File: src/rtl/serial_fifo_ctrl.sv
// Memory-mapped serial port controller: RX/TX byte FIFOs in front of a UART,
// with register access (DATA/STATUS/CTRL), overrun tracking and an interrupt.
module serial_fifo_ctrl #(
    parameter int         DEPTH_LOG2    = 4,
    parameter logic [7:0] RX_THRESH_RST = 8'd1
) (
    input  logic        clk,
    input  logic        rst,
    input  logic        enable_i,
    input  logic        readEnable_i,
    input  logic [1:0]  regSel_i,
    input  logic [31:0] dataSave_i,
    output logic [31:0] dataLoad_o,
    output logic        int_o,
    input  logic        rxdReady_i,
    input  logic [7:0]  rxdData_i,
    input  logic        txdBusy_i,
    output logic        txdStart_o,
    output logic [7:0]  txdData_o
);
    localparam int              DEPTH    = 1 << DEPTH_LOG2;
    localparam int              CW       = DEPTH_LOG2 + 1;
    localparam logic [CW-1:0]   FULL_CNT = CW'(DEPTH);
    localparam logic [7:0]      DEPTH8   = 8'(DEPTH);

    typedef enum logic [1:0] {IDLE, SEND, WAIT_HI, WAIT_LO} tx_state_t;

    tx_state_t state, state_nxt;

    logic en_q, strobe, acc_rd, acc_wr;
    logic [7:0] rx_mem [DEPTH];
    logic [7:0] tx_mem [DEPTH];
    logic [DEPTH_LOG2-1:0] rx_wp, rx_rp, tx_wp, tx_rp;
    logic [CW-1:0] rx_cnt, tx_cnt;
    logic rx_empty, rx_full, tx_empty, tx_full;
    logic rx_push, rx_pop, tx_push, tx_pop, ovr, ovr_set, stat_rd;
    logic rx_int_en, tx_int_en;
    logic [7:0] rx_thresh, eff_thresh;
    logic start_nxt;
    logic unused_bits;

    // Only the first cycle of an enable run counts as an access.
    assign strobe = enable_i & ~en_q;
    assign acc_rd = strobe & readEnable_i;
    assign acc_wr = strobe & ~readEnable_i;

    assign rx_empty = (rx_cnt == '0);
    assign rx_full  = (rx_cnt == FULL_CNT);
    assign tx_empty = (tx_cnt == '0);
    assign tx_full  = (tx_cnt == FULL_CNT);

    // A pop in the same cycle frees the slot, so a full FIFO still accepts the byte.
    assign rx_pop  = acc_rd & (regSel_i == 2'd0) & ~rx_empty;
    assign rx_push = rxdReady_i & (~rx_full | rx_pop);
    assign ovr_set = rxdReady_i & rx_full & ~rx_pop;
    assign stat_rd = acc_rd & (regSel_i == 2'd1);
    assign tx_push = acc_wr & (regSel_i == 2'd0) & ~tx_full;
    assign tx_pop  = (state == SEND);

    assign start_nxt   = (state == IDLE) && (state_nxt == SEND);
    assign unused_bits = ^dataSave_i[31:16];

    // Access edge detector.
    always_ff @(posedge clk) begin
        if (rst) en_q <= 1'b0;
        else     en_q <= enable_i;
    end

    // FIFO storage; contents need no reset since counts gate every read.
    always_ff @(posedge clk) begin
        if (rx_push) rx_mem[rx_wp] <= rxdData_i;
        if (tx_push) tx_mem[tx_wp] <= dataSave_i[7:0];
    end

    // FIFO pointers, counts and sticky overrun flag.
    always_ff @(posedge clk) begin
        if (rst) begin
            rx_wp  <= '0;
            rx_rp  <= '0;
            rx_cnt <= '0;
            tx_wp  <= '0;
            tx_rp  <= '0;
            tx_cnt <= '0;
            ovr    <= 1'b0;
        end else begin
            if (rx_push) rx_wp <= rx_wp + 1'b1;
            if (rx_pop)  rx_rp <= rx_rp + 1'b1;
            rx_cnt <= rx_cnt + CW'(rx_push) - CW'(rx_pop);
            if (tx_push) tx_wp <= tx_wp + 1'b1;
            if (tx_pop)  tx_rp <= tx_rp + 1'b1;
            tx_cnt <= tx_cnt + CW'(tx_push) - CW'(tx_pop);
            // A fresh overrun wins over the clear-on-read.
            ovr <= ovr_set | (ovr & ~stat_rd);
        end
    end

    // Control register.
    always_ff @(posedge clk) begin
        if (rst) begin
            rx_int_en <= 1'b1;
            tx_int_en <= 1'b0;
            rx_thresh <= RX_THRESH_RST;
        end else if (acc_wr && regSel_i == 2'd2) begin
            rx_int_en <= dataSave_i[0];
            tx_int_en <= dataSave_i[1];
            rx_thresh <= dataSave_i[15:8];
        end
    end

    // Threshold as used by the interrupt: clamped to 1..DEPTH.
    always_comb begin
        eff_thresh = rx_thresh;
        if (rx_thresh == 8'd0)       eff_thresh = 8'd1;
        else if (rx_thresh > DEPTH8) eff_thresh = DEPTH8;
    end

    // TX state register.
    always_ff @(posedge clk) begin
        if (rst) state <= IDLE;
        else     state <= state_nxt;
    end

    // TX next-state: hand one byte to the UART, then track its busy pulse.
    always_comb begin
        state_nxt = state;
        case (state)
            IDLE:    if (!tx_empty && !txdBusy_i) state_nxt = SEND;
            SEND:    state_nxt = WAIT_HI;
            WAIT_HI: if (txdBusy_i) state_nxt = WAIT_LO;
            WAIT_LO: if (!txdBusy_i) state_nxt = IDLE;
            default: state_nxt = IDLE;
        endcase
    end

    // Start pulse and data are registered on entry to SEND so both are valid in SEND.
    always_ff @(posedge clk) begin
        if (rst) begin
            txdStart_o <= 1'b0;
            txdData_o  <= 8'h00;
        end else begin
            txdStart_o <= start_nxt;
            if (start_nxt) txdData_o <= tx_mem[tx_rp];
        end
    end

    // Registered level interrupt.
    always_ff @(posedge clk) begin
        if (rst) int_o <= 1'b0;
        else     int_o <= (rx_int_en & ((9'(rx_cnt) >= {1'b0, eff_thresh}) | ovr))
                        | (tx_int_en & tx_empty & (state == IDLE));
    end

    // Register read mux.
    always_comb begin
        dataLoad_o = 32'h0;
        case (regSel_i)
            2'd0: if (!rx_empty) dataLoad_o = {24'h0, rx_mem[rx_rp]};
            2'd1: dataLoad_o = {8'h0, 8'(tx_cnt), 8'(rx_cnt), 3'b000, ovr,
                                tx_empty, rx_full, ~tx_full, ~rx_empty};
            2'd2: dataLoad_o = {16'h0, rx_thresh, 6'h00, tx_int_en, rx_int_en};
            default: dataLoad_o = 32'h0;
        endcase
    end
endmodule

File: config.mk
export PLATFORM = sky130hd
export DESIGN_NAME = serial_fifo_ctrl
export DESIGN_NICKNAME = d
export VERILOG_FILES = /design/src/rtl/serial_fifo_ctrl.sv
export SDC_FILE = /design/constraint.sdc
export NUM_CORES = 1
export LEC_CHECK = 0
export ABC_AREA = 1
export ABC_CLOCK_PERIOD_IN_PS = 2800
export CAP_MARGIN = 40
export CORE_MARGIN = 1.5
export CORE_UTILIZATION = 43
export CTS_CLUSTER_SIZE = 25
export DETAILED_ROUTE_END_ITERATION = 7
export HOLD_SLACK_MARGIN = 0.1
export MAX_ROUTING_LAYER = met4
export PLACE_DENSITY = 0.62
export REMOVE_ABC_BUFFERS = 1
export SETUP_SLACK_MARGIN = 0.2
export SYNTH_ARGS = -nofsm -noshare
export SYNTH_HDL_FRONTEND = slang
export SYNTH_SLANG_ARGS = --single-unit
File: constraint.sdc
create_clock -name clk -period 2.8 [get_ports clk]
set_input_delay 0.56 -clock clk [delete_from_list [all_inputs] [get_ports clk]]
set_output_delay 0.56 -clock clk [all_outputs]
set_load 0.1 [all_outputs]
[Word level (Yosys, flattened, before mapping)]
Memories as Yosys holds them, arrays and structs flattened. A register that Yosys moved wholly into a read port is not among the register bits.
Index checks and enable logic that the tools add are counted.
Word-level totals
  memories kept: 2
  input port bits: 48
  flip-flop bits (word level): 42
  bits in writable memories: 256
  logic and storage cells: 84
  output and inout port bits: 42
Operators by class
  magnitude comparators: 2
  add/sub/neg operators: 8
  eq/ne operators: 8
  muxes and demuxes: 14
  bitwise logic cells: 26
  reductions and logical operators: 10
Memories
  rx_mem: words 16, bits a word 8, read ports 1, clocked after Yosys merged registers in 1, write ports 1, RTL line 31  | logic [7:0] rx_mem [DEPTH];
  tx_mem: words 16, bits a word 8, read ports 1, clocked after Yosys merged registers in 1, write ports 1, RTL line 32  | logic [7:0] tx_mem [DEPTH];
Operator list (count)
  $pmux W32 S3: 1
  $mux W8: 3
  $add A4 B1 Y4 const B: 4
  $and A1 B1 Y1: 15
  $add A5 B1 Y5: 2
  $eq A5 B5 Y1 const B: 2
  $logic_not A5 Y1: 2
  $sub A5 B1 Y5: 2
  $ge A5 B8 Y1: 1
  $gt A8 B5 Y1 const B: 1
  $logic_not A8 Y1: 1
  $mux W4: 2
  $pmux W2 S4: 1
  $not A1 Y1: 7
  $eq A2 B1 Y1 const B: 3
  $eq A2 B2 Y1 const B: 3
  $mux W2: 3
  $logic_not A2 Y1: 2
  $mux W1: 4
  $or A1 B1 Y1: 4
  $logic_and A1 B1 Y1: 3
  $logic_not A1 Y1: 2

[Depth between registers and ports, before layout]
Gate-level depths: netlist (run 1).
  depth in word-level cells: 9
  mapped depth: 16

[Worst setup path after synthesis (run 1)]
OpenSTA, ideal clock, no wires.
  path type: input to output
  start: input regSel_i[0]
  end: output dataLoad_o[10]
  path slack: -945 ps
  arrival time: 3185 ps
  cell stages on the path: 5
  cell sequence: inv_1 nor2_1 inv_1 clkbuf_1 o21ai_0
Between the ends
  longest elaborated chain between the ends: 2
RTL lines
  start: declaration: RTL line 11  | input logic [1:0] regSel_i,
  $eq A2 B2 Y1 (tied with other cells): RTL line 156  | case (regSel_i)
  $pmux W32 S3 (*): RTL line 156
  end: declaration: RTL line 13  | output logic [31:0] dataLoad_o,
Every way passes the cells marked *; elsewhere a longest branch is shown, timed or not.

==> metrics.yaml, run 1 <==
status:
  status: "completed"
power:
  seq_power_share_pct: 42.0
  ir_worst_vdd_v: 0.000534
  total_power_uw: 12700
  leakage_uw: 0.00671
  intPower_uw: 8670
  p_comb_share_pct: 25.6
  power_density_mw_per_mm2: 758
  clkPwrFrac_pct: 32.4
  p_switching_uw: 4050
  switching_share_pct: 31.8
route:
  drt.antenna.violating_nets: 0
  wl_per_cell_um: 17.3
  via_count: 9630
  routed_wl_mm: 32.7
  drc: 0
  firstDrtPassIters: 6
  viasPerCell: 5.08
  drt-initial-drc-count: 815
placement:
  dp_hpwl_mm: 19.2
  place.gp.congestion: 0.796
  io_buffers: 62
  placed_cells: 1808
yosys:
  netlist_instances: 1343
  synth_seq_cells: 310
  avgSynthCellArea_um2: 10.1
  synth_area_leader_cell: "edfxtp_1"
  synth.area.top_cells: "edfxtp_1 57%, nand2_1 9.0%, dfxtp_1 8.0%"
  synth_top_area_share_pct: 56.9
  yosys_warnings: 0
  yosysUniqueCellTypes: 32
  syn_area_mm2: 0.0135
  ys_seq_area_share_pct: 64.9
min_path:
  hold_class: "flip-flop to flip-flop"
  min_path_cells: 2
  hold_end: "rx_thresh[6]"
  hp-start: "rx_thresh[6]"
worst_setup_path:
  rr_startpoint: "rx_cnt[2]"
  max_stage_delay_ns: 0.42
  worst_setup_path_start_kind: "flip-flop"
  cp.depth: 10
  worstSetupPathType: "flip-flop to output port"
  rr_worst_depth: 14
  cp_max_fo: 8
  crit_path_top_delay_cell: "dfxtp_4"
  regToRegEndpoint: "rx_cnt[4]"
  cp_cell_sequence: "buf_12, inv_16, clkbuf_16, o21ai_0, nand3_1, nand3_2, nand2_4, nand2_1, nand2_2, buf_12"
  path_buf_inv: 4
  worst_ep_arrival_time_ns: 2.18
  worst_path_dominant_cell_family: "buffers and inverters"
  critPathMostFrequentCell: "buf_12"
  critPathCaptureType: "output port"
  critPathRequiredTime_ns: 2.24
  rrSetupSlack_ns: 0.29
finish:
  final_cells: 1894
  num-nets-final: 1551
  fillers: 2631
  area_growth_pct: 24.2
  layout-drive-gt1-share_pct: 15.8
  antennaDiodeCount: 0
timing:
  rsz0062_at_grt: "yes"
  maxSlewHeadroom_pct: 45.1
  whs_ns: 0.483
  worst_pin_slew_ns: 0.820
  finalCriticalPeriod_ns: 2.74
  fin_crit_sh_pct: 97.9
  finalSetupViolCount: 0
  finalSetupTns_ns: 0
  max_freq_mhz: 365
  skew_ns: 0.0276
  finalHoldViolCount: 0
  final_max_slew_viol_count: 0
clock_network:
  ctsHoldBuffers: 0
  numCtsBuffers: 31
  cts_tree: "done"
  cts_num_sinks: 310
  cts.htree.levels: 1
  ctsLongestPathBuffers: 3
  clk_latency_ns: 0.56
  clkTransAtPathRegs_ns: 0.06
  root_buffer: "clkbuf_16"
die:
  coreArea_mm2: 0.0307
  start_util_pct: 43.9
  ioPinCount: 90
  rows: 64
  dieWidth_um: 180
  dieArea_mm2: 0.0325
  die_y_um: 180
global_route:
  grt_max_degree: 66
  track_usage_pct: 19.8
  first_global_vias: 9049
  antenna_found_initial: 0
  grt_pass1_wl_mm: 49.3
  overflow: 0
run:
  cap_viol_max_count: 0
cell families (layout without fill, tap and decap cells):
family                     count (synthesis)  in the layout  synth area share, %
buffers and inverters                    220            365                 6.92
DFF                                      310            310                 64.9
adders and majority gates                 29             29                 2.80
other                                      1             11               0.0278
AOI/OAI and AO/OA                        125            125                 4.93
and+or+nand+nor                          649            649                 19.8
xor gates and xnor gates                   9              9                0.584
per-stage QoR:
| step | util [%] | cell area, um2 | setup slack (ns) |
|---|---|---|---|
| final | 54.6 | 16800 | 0.0581 |
| after global routing | 54.6 | 16800 | -0.0315 |
| after global placement | 48.7 | 15000 | -0.280 |
| after floorplan | - | 13200 | -1.27 |
| after detailed placement | 48.7 | 15000 | -0.328 |
| after CTS | 53.1 | 16300 | 0.0705 |
power groups by stage:
stage / sequential [uW] / combinational (uW) / clock, uW
after CTS: 5330 / 3140 / 4190
after global routing: 5360 / 3560 / 4380
after floorplan: 5880 / 1600 / 0
after detailed placement: 5430 / 3030 / 0
after global placement: 5420 / 2990 / 0
final: 5340 / 3250 / 4120
state kept, by name, indices dropped and copies added, names as in the netlist, named ones only:
register	flops
tx_int_en	1
en_q	1
rx_rp	4
rx_cnt	5
rx_thresh	8
txdData_o	8
state	2
ovr	1
txdStart_o	1
tx_cnt	5
rx_wp	4
rx_int_en	1
tx_wp	4
tx_mem	128
int_o	1
rx_mem	128
tx_rp	4
cell usage after synthesis (all sizes together):
cell,instances
nand2,323
edfxtp,256
nor2,161
nand3,154
inv,151
o21ai,69
buf,56
dfxtp,54
a21oi,41
ha,27
clkbuf,11
o211ai,9
xor2,8
nand4,3
nor3,3
nor4,3
a22oi,2
clkinv,2
fa,2
nand3b,2
o22ai,2
o31ai,2
conb,1
xnor2,1
area by class of cell:
type,instances,area (um2),share of cell area [%]
clock inverter,15,178,1.06
tap,396,495,2.95
timing repair buffer,155,1840,10.9
sequential,310,8780,52.3
multi-input combinational,823,4060,24.2
inverter,153,598,3.57
clock buffer,42,827,4.93
layer usage:
layer | global-route usage (%) | wire length, um | part of all wire, % | up-vias
met3 | 2.63 | 1980 | 6.0 | 42
met5 | - | 0 | 0 | -
li1 | - | - | - | 4698
met2 | 32.5 | 15500 | 47 | 275
met1 | 26.6 | 14700 | 45 | 4615
met4 | 4.07 | 535 | 1.6 | 0
placed cells by master, fill, tap and decap left out, drive strengths merged:
cell | Yosys | layout
a21oi | 41 | 41
a22oi | 2 | 2
buf | 56 | 117
bufinv | 0 | 4
clkbuf | 11 | 49
clkdlybuf4s50 | 0 | 31
clkinv | 2 | 11
clkinvlp | 0 | 2
conb | 1 | 11
dfxtp | 54 | 54
edfxtp | 256 | 256
fa | 2 | 2
ha | 27 | 27
inv | 151 | 151
nand2 | 323 | 323
nand3 | 154 | 154
nand3b | 2 | 2
nand4 | 3 | 3
nor2 | 161 | 161
nor3 | 3 | 3
nor4 | 3 | 3
o211ai | 9 | 9
o21ai | 69 | 69
o22ai | 2 | 2
o31ai | 2 | 2
xnor2 | 1 | 1
xor2 | 8 | 8
what timing repair did:
| item | 4_1_cts | 5_1_grt |
|---|---|---|
| endpoints found under the setup margin | 12 | 15 |
| gates resized for setup | 45 | 64 |
| setup buffers | 7 | 11 |
| gates cloned | 4 | 7 |
| pin swaps | 9 | 27 |
| hold endpoints to repair | 0 | 0 |
tightest hold or removal path, delay by kind of cell (launching register included):
family	cells	cell delay [ns]
buffers and inverters	1	0.07
flip-flops	1	0.31
AO/OA/AOI/OAI	1	0.06
worst max path at each step:
stage	from	end	slack [ns]
finish	flip-flop	dataLoad_o[1]	0.06
global route	flip-flop	dataLoad_o[7]	-0.03
CTS	flip-flop	dataLoad_o[3]	0.07
detailed placement	enable_i	rx_cnt[4]	-0.33
global placement	regSel_i[0]	rx_cnt[4]	-0.28
floorplan	flip-flop	dataLoad_o[3]	-1.27
Note: power is estimated with default switching activity, not from simulation.
==> run 2, diff against run 1 <==
--- a/config.mk
+++ b/config.mk
@@ -9,12 +9,12 @@
 export ABC_CLOCK_PERIOD_IN_PS = 2800
 export CAP_MARGIN = 40
 export CORE_MARGIN = 1.5
-export CORE_UTILIZATION = 43
+export CORE_UTILIZATION = 59
 export CTS_CLUSTER_SIZE = 25
 export DETAILED_ROUTE_END_ITERATION = 7
 export HOLD_SLACK_MARGIN = 0.1
 export MAX_ROUTING_LAYER = met4
-export PLACE_DENSITY = 0.62
+export PLACE_DENSITY = 0.81
 export REMOVE_ABC_BUFFERS = 1
 export SETUP_SLACK_MARGIN = 0.2
 export SYNTH_ARGS = -nofsm -noshare
==> run 2 against run 1 <==
Effect of this change: critical path type unchanged; clock skew decreased by 0.015 ns; critical path depth unchanged; sequential cell count unchanged; the run now ends with negative setup slack left; wire length increased by 6.0%; first-iteration DRC count increased by 53%.
==> metrics.yaml, run 2 (same netlist as run 1, synthesis figures left out) <==
placement:
  dp_hpwl_mm: 18.8
  post_dp_cell_area_mm2: 0.0148
  placed_cells: 1692
  io_buffers: 62
  place.gp.congestion: 0.843
timing:
  layout_setup_ws_ns: -0.122
  worst_pin_slew_ns: 0.732
  finalSetupViolCount: 2
  rsz0062_at_grt: "yes"
  finalHoldViolCount: 0
  max_freq_mhz: 342
  whs_ns: 0.492
  finalSetupTns_ns: -0.164
  finalCriticalPeriod_ns: 2.92
  fin_crit_sh_pct: 104
  final_max_slew_viol_count: 0
  skew_ns: 0.0125
  maxSlewHeadroom_pct: 51.1
worst_setup_path:
  critPathCaptureType: "output port"
  worstSetupPathType: "flip-flop to output port"
  max_stage_delay_ns: 0.42
  rr_startpoint: "tx_cnt[2]"
  cp_cell_sequence: "buf_12, buf_16, a21oi_1, o21ai_0, nand3_1, nand3_2, nand2_1, nand2_1, nand2_2, buf_12"
  cp_max_fo: 8
  rr_worst_depth: 12
  worst_ep_arrival_time_ns: 2.36
  worst_setup_path_start_kind: "flip-flop"
  crit_path_top_delay_cell: "dfxtp_4"
  critPathRequiredTime_ns: 2.24
  regToRegEndpoint: "tx_cnt[4]"
  rrSetupSlack_ns: 0.37
power:
  total_power_uw: 12800
  leakage_uw: 0.00657
  ir_worst_vdd_v: 0.000691
  power_density_mw_per_mm2: 781
finish:
  layout_common_cells: "312 x nand2_1, 256 x edfxtp_1, 153 x nor2_1"
  reg.largest.list: "rx_mem x128, tx_mem x128"
  final_common_cell: "nand2_1"
  area_growth_pct: 21.1
  layout-drive-gt1-share_pct: 14.2
  antennaDiodeCount: 0
  num-nets-final: 1528
  design_area_mm2: 0.0163
  final_cells: 1759
clock_network:
  ctsLongestPathBuffers: 3
  numCtsBuffers: 30
  clkTransAtPathRegs_ns: 0.06
  cts_tree: "done"
  ctsHoldBuffers: 0
  cts_num_sinks: 310
  root_buffer: "clkbuf_16"
  cts.htree.levels: 1
  clk_latency_ns: 0.56
route:
  drc: 0
  viasPerCell: 5.89
  routed_wl_mm: 34.7
  wl_per_cell_um: 19.7
  via_count: 10400
  firstDrtPassIters: 6
  drt.antenna.violating_nets: 0
  drt-initial-drc-count: 1243
min_path:
  min_path_cells: 2
  hold_end: "rx_thresh[6]"
  hold_class: "flip-flop to flip-flop"
  hp-start: "rx_thresh[6]"
global_route:
  grt_pass1_wl_mm: 51.8
  first_global_vias: 9806
  antenna_found_initial: 0
  track_usage_pct: 28.9
  grt_max_degree: 67
  overflow: 0
status:
  status: "finished with violations"
  violations: "negative setup slack"
die:
  die_y_um: 154
  coreArea_mm2: 0.0226
  dieArea_mm2: 0.0238
  start_util_pct: 59.8
  ioPinCount: 90
  rows: 55
  dieWidth_um: 154
run:
  cap_viol_max_count: 0
-- run 2: changes by cell type in the layout (fill, tap and decap cells not counted), moves of 4 or more --
cell and delta:
buf_4 -11, buf_6 -5, clkbuf_16 -5, nand3_1 +6, nand3_2 -6, nor2_1 -4
nor2_2 +4
-- run 2: repair_timing --
| item | CTS | global route |
|---|---|---|
| pin swaps | 12 | 15 |
| setup buffers | 3 | 2 |
| endpoints found under the setup margin | 11 | 15 |
| gates cloned | 5 | 2 |
| gates resized for setup | 60 | 35 |
-- run 2: per-stage QoR --
stage	setup WS [ns]	util, %
3_5_place_dp	-0.322	65.6
3_3_place_gp	-0.232	65.6
4_1_cts	0.108	71.6
5_1_grt	-0.149	72.4
2_1_floorplan	-1.27	-
6_report	-0.122	72.4
-- run 2: critical path, delay by kind of cell, from the launching register on --
| family | cells | cell delay (ns) |
|---|---|---|
| compound gates | 2 | 0.38 |
| flops | 1 | 0.42 |
| simple gates | 5 | 0.52 |
| buf+inv | 3 | 0.48 |
-- run 2: routing by layer --
metal	part of all wire [%]	global-route usage (%)	vias up	wire length, um
li1	-	-	4665	-
met1	36	36.7	4859	12700
met2	49	47.4	713	16800
met3	11	5.69	127	3950
met4	3.5	9.39	0	1230
met5	0	-	-	0
-- run 2: final cells by class --
| cell class | count | area (um2) |
|---|---|---|
| tap | 285 | 357 |
| inverter | 153 | 588 |
| clock buffer | 44 | 845 |
| timing repair buffer | 133 | 1580 |
| multi-input combinational | 823 | 4040 |
| clock inverter | 11 | 159 |
| fill | 1363 | 6220 |
| sequential | 310 | 8780 |
-- run 2: worst max-delay path by stage --
stage	startpoint	slack, ns	cells past startpoint	end
2_1_floorplan	flip-flop	-1.27	7	dataLoad_o[3]
3_3_place_gp	regSel_i[0]	-0.23	13	rx_cnt[4]
6_report	flip-flop	-0.12	10	dataLoad_o[2]
5_1_grt	flip-flop	-0.15	10	dataLoad_o[2]
4_1_cts	flip-flop	0.11	8	dataLoad_o[7]
3_5_place_dp	enable_i	-0.32	12	rx_cnt[4]
-- run 2: power by group --
| part | total (uW) | switching (uW) | internal (uW) | leakage (uW) |
|---|---|---|---|---|
| combinational | 3250 | 2260 | 991 | 0.00333 |
| clock | 4180 | 1730 | 2450 | 0.000494 |
| sequential | 5350 | 144 | 5200 | 0.00275 |
| total | 12800 | 4130 | 8650 | 0.00657 |
==> run 3, diff against run 2 <==
--- a/config.mk
+++ b/config.mk
@@ -12,6 +12,7 @@
 export CORE_UTILIZATION = 59
 export CTS_CLUSTER_SIZE = 25
 export DETAILED_ROUTE_END_ITERATION = 7
+export GPL_TIMING_DRIVEN = 0
 export HOLD_SLACK_MARGIN = 0.1
 export MAX_ROUTING_LAYER = met4
 export PLACE_DENSITY = 0.81
@@ -20,3 +21,4 @@
 export SYNTH_ARGS = -nofsm -noshare
 export SYNTH_HDL_FRONTEND = slang
 export SYNTH_SLANG_ARGS = --single-unit
+export TNS_END_PERCENT = 50
==> run 3 against run 2 <==
Effect of this change: the run still ends with negative setup slack left; register-to-register slack worse by 0.09 ns; largest power group unchanged; design area up 3.0%; hold slack worse by 0.20 ns; worst setup slack worse by 0.14 ns; wire length grew 11%; combinational power grew 12%.
==> metrics.yaml, run 3 (same netlist as run 1, synthesis figures left out) <==
clock_network:
  numCtsBuffers: 29
  cts.htree.levels: 1
  ctsLongestPathBuffers: 3
  clk_latency_ns: 0.56
  ctsHoldBuffers: 0
  clkTransAtPathRegs_ns: 0.07
  cts_tree: "done"
  cts_num_sinks: 310
  root_buffer: "clkbuf_16"
route:
  drt-initial-drc-count: 1435
  drt.antenna.violating_nets: 0
  viasPerCell: 6.04
  routed_wl_mm: 38.6
  firstDrtPassIters: 7
  wl_per_cell_um: 21.9
  via_count: 10700
  drc: 0
timing:
  finalSetupViolCount: 8
  layout_setup_ws_ns: -0.257
  final_max_slew_viol_count: 0
  finalCriticalPeriod_ns: 3.06
  maxSlewHeadroom_pct: 36.2
  fin_crit_sh_pct: 109
  whs_ns: 0.289
  rsz0062_at_grt: "yes"
  skew_ns: 0.0159
  worst_pin_slew_ns: 0.953
  max_freq_mhz: 327
  finalSetupTns_ns: -1.20
  finalHoldViolCount: 0
finish:
  antennaDiodeCount: 0
  design_area_mm2: 0.0168
  final_common_cell: "nand2_1"
  num-nets-final: 1533
  reg.largest.list: "rx_mem x128, tx_mem x128"
  area_growth_pct: 24.7
  layout_common_cells: "303 x nand2_1, 256 x edfxtp_1, 148 x nor2_1"
  layout-drive-gt1-share_pct: 16.4
  fillers: 1277
placement:
  post_dp_cell_area_mm2: 0.0148
  place.gp.congestion: 0.842
  io_buffers: 62
  dp_hpwl_mm: 19.6
worst_setup_path:
  cp_max_fo: 4
  critPathCaptureType: "output port"
  worstSetupPathType: "flip-flop to output port"
  crit_path_top_delay_cell: "dfxtp_4"
  rr_startpoint: "rx_cnt[3]"
  cp_cell_sequence: "buf_12, inv_12, buf_8, buf_4, nor2_1, nor2_1, o21ai_1, nand3_1, nand3_2, a21oi_4, buf_12"
  worst_ep_arrival_time_ns: 2.50
  worst_setup_path_start_kind: "flip-flop"
  max_stage_delay_ns: 0.39
  critPathRequiredTime_ns: 2.24
global_route:
  overflow: 0
  antenna_found_initial: 0
  grt_pass1_wl_mm: 55.0
  track_usage_pct: 31.4
  first_global_vias: 10000
  grt_max_degree: 46
power:
  leakage_uw: 0.00669
  power_density_mw_per_mm2: 776
  ir_worst_vdd_v: 0.000957
status:
  status: "finished with violations"
  violations: "negative setup slack"
die:
  dieWidth_um: 154
  ioPinCount: 90
  dieArea_mm2: 0.0238
  die_y_um: 154
  coreArea_mm2: 0.0226
  start_util_pct: 59.8
  rows: 55
min_path:
  hold_class: "primary input to flip-flop"
  hp-start: "enable_i"
run:
  cap_viol_max_count: 0
[run 3: cell types whose count changed in the layout (fill, tap and decap cells not counted), moves of 6 or more]
cell / before / now
buf_6: 0 / 9
nand3_2: 12 / 24
buf_4: 66 / 25
nand2_1: 312 / 303
clkbuf_1: 11 / 5
clkdlybuf4s50_1: 31 / 39
nand3_1: 142 / 129
buf_8: 0 / 16
[run 3: stage by stage]
stage | utilization (%) | power, uW | std cells | setup WS [ns]
2_1_floorplan | - | 7480 | 1286 | -1.27
4_1_cts | 72.5 | 12700 | 1739 | -0.0799
6_report | 74.6 | 13100 | 1763 | -0.257
3_3_place_gp | 62.7 | 8180 | 1633 | -2.87
5_1_grt | 74.6 | 13500 | 1763 | -0.291
3_5_place_dp | 65.4 | 8650 | 1670 | -0.709
[run 3: worst paths after layout]
kind                                       to  slack [ns]  cells past startpoint
worst max-delay path            dataLoad_o[5]       -0.26                     11
worst min register to register   rx_thresh[4]        0.49                      2
worst min-delay path                     en_q        0.29                      3
worst max register to register   rx_mem[7][2]        0.28                     10
[run 3: area by class of cell]
class	count	area, um2	share of cell area (%)
clock buffers	43	913	5.42
clock inverters	10	56.3	0.334
inverters	153	598	3.55
multi-input cells	823	4220	25.0
flip-flops and latches	310	8790	52.2
well taps	285	357	2.12
repair buffers	138	1900	11.3
repair inverters	1	8.76	0.0520
[run 3: timing repair]
action | in CTS | in global routing
buffers inserted | 19 | 22
endpoints found under the setup margin | 23 | 31
pin swaps | 25 | 36
gates cloned | 8 | 3
gates resized for setup | 124 | 68
[run 3: where the power goes]
| group | internal [uW] | switching (uW) | total [uW] | leakage (uW) |
|---|---|---|---|---|
| sequential | 5200 | 233 | 5440 | 0.00275 |
| clock | 2260 | 1730 | 3990 | 0.000481 |
| combinational | 1290 | 2360 | 3640 | 0.00346 |
| total | 8750 | 4320 | 13100 | 0.00669 |
[run 3: per-layer routing]
metal / up-vias / share of wire [%] / track usage, %
li1: 4673 / - / -
met1: 4961 / 35 / 39.2
met2: 834 / 48 / 51.6
met3: 182 / 12 / 5.32
met4: 0 / 4.7 / 12.4
met5: - / 0 / -
[run 3: critical path, delay by kind of cell (launching register included)]
family / cells / cell delay (ns)
flops: 1 / 0.39
simple gates: 4 / 0.51
buf+inv: 5 / 0.64
compound gates: 2 / 0.38
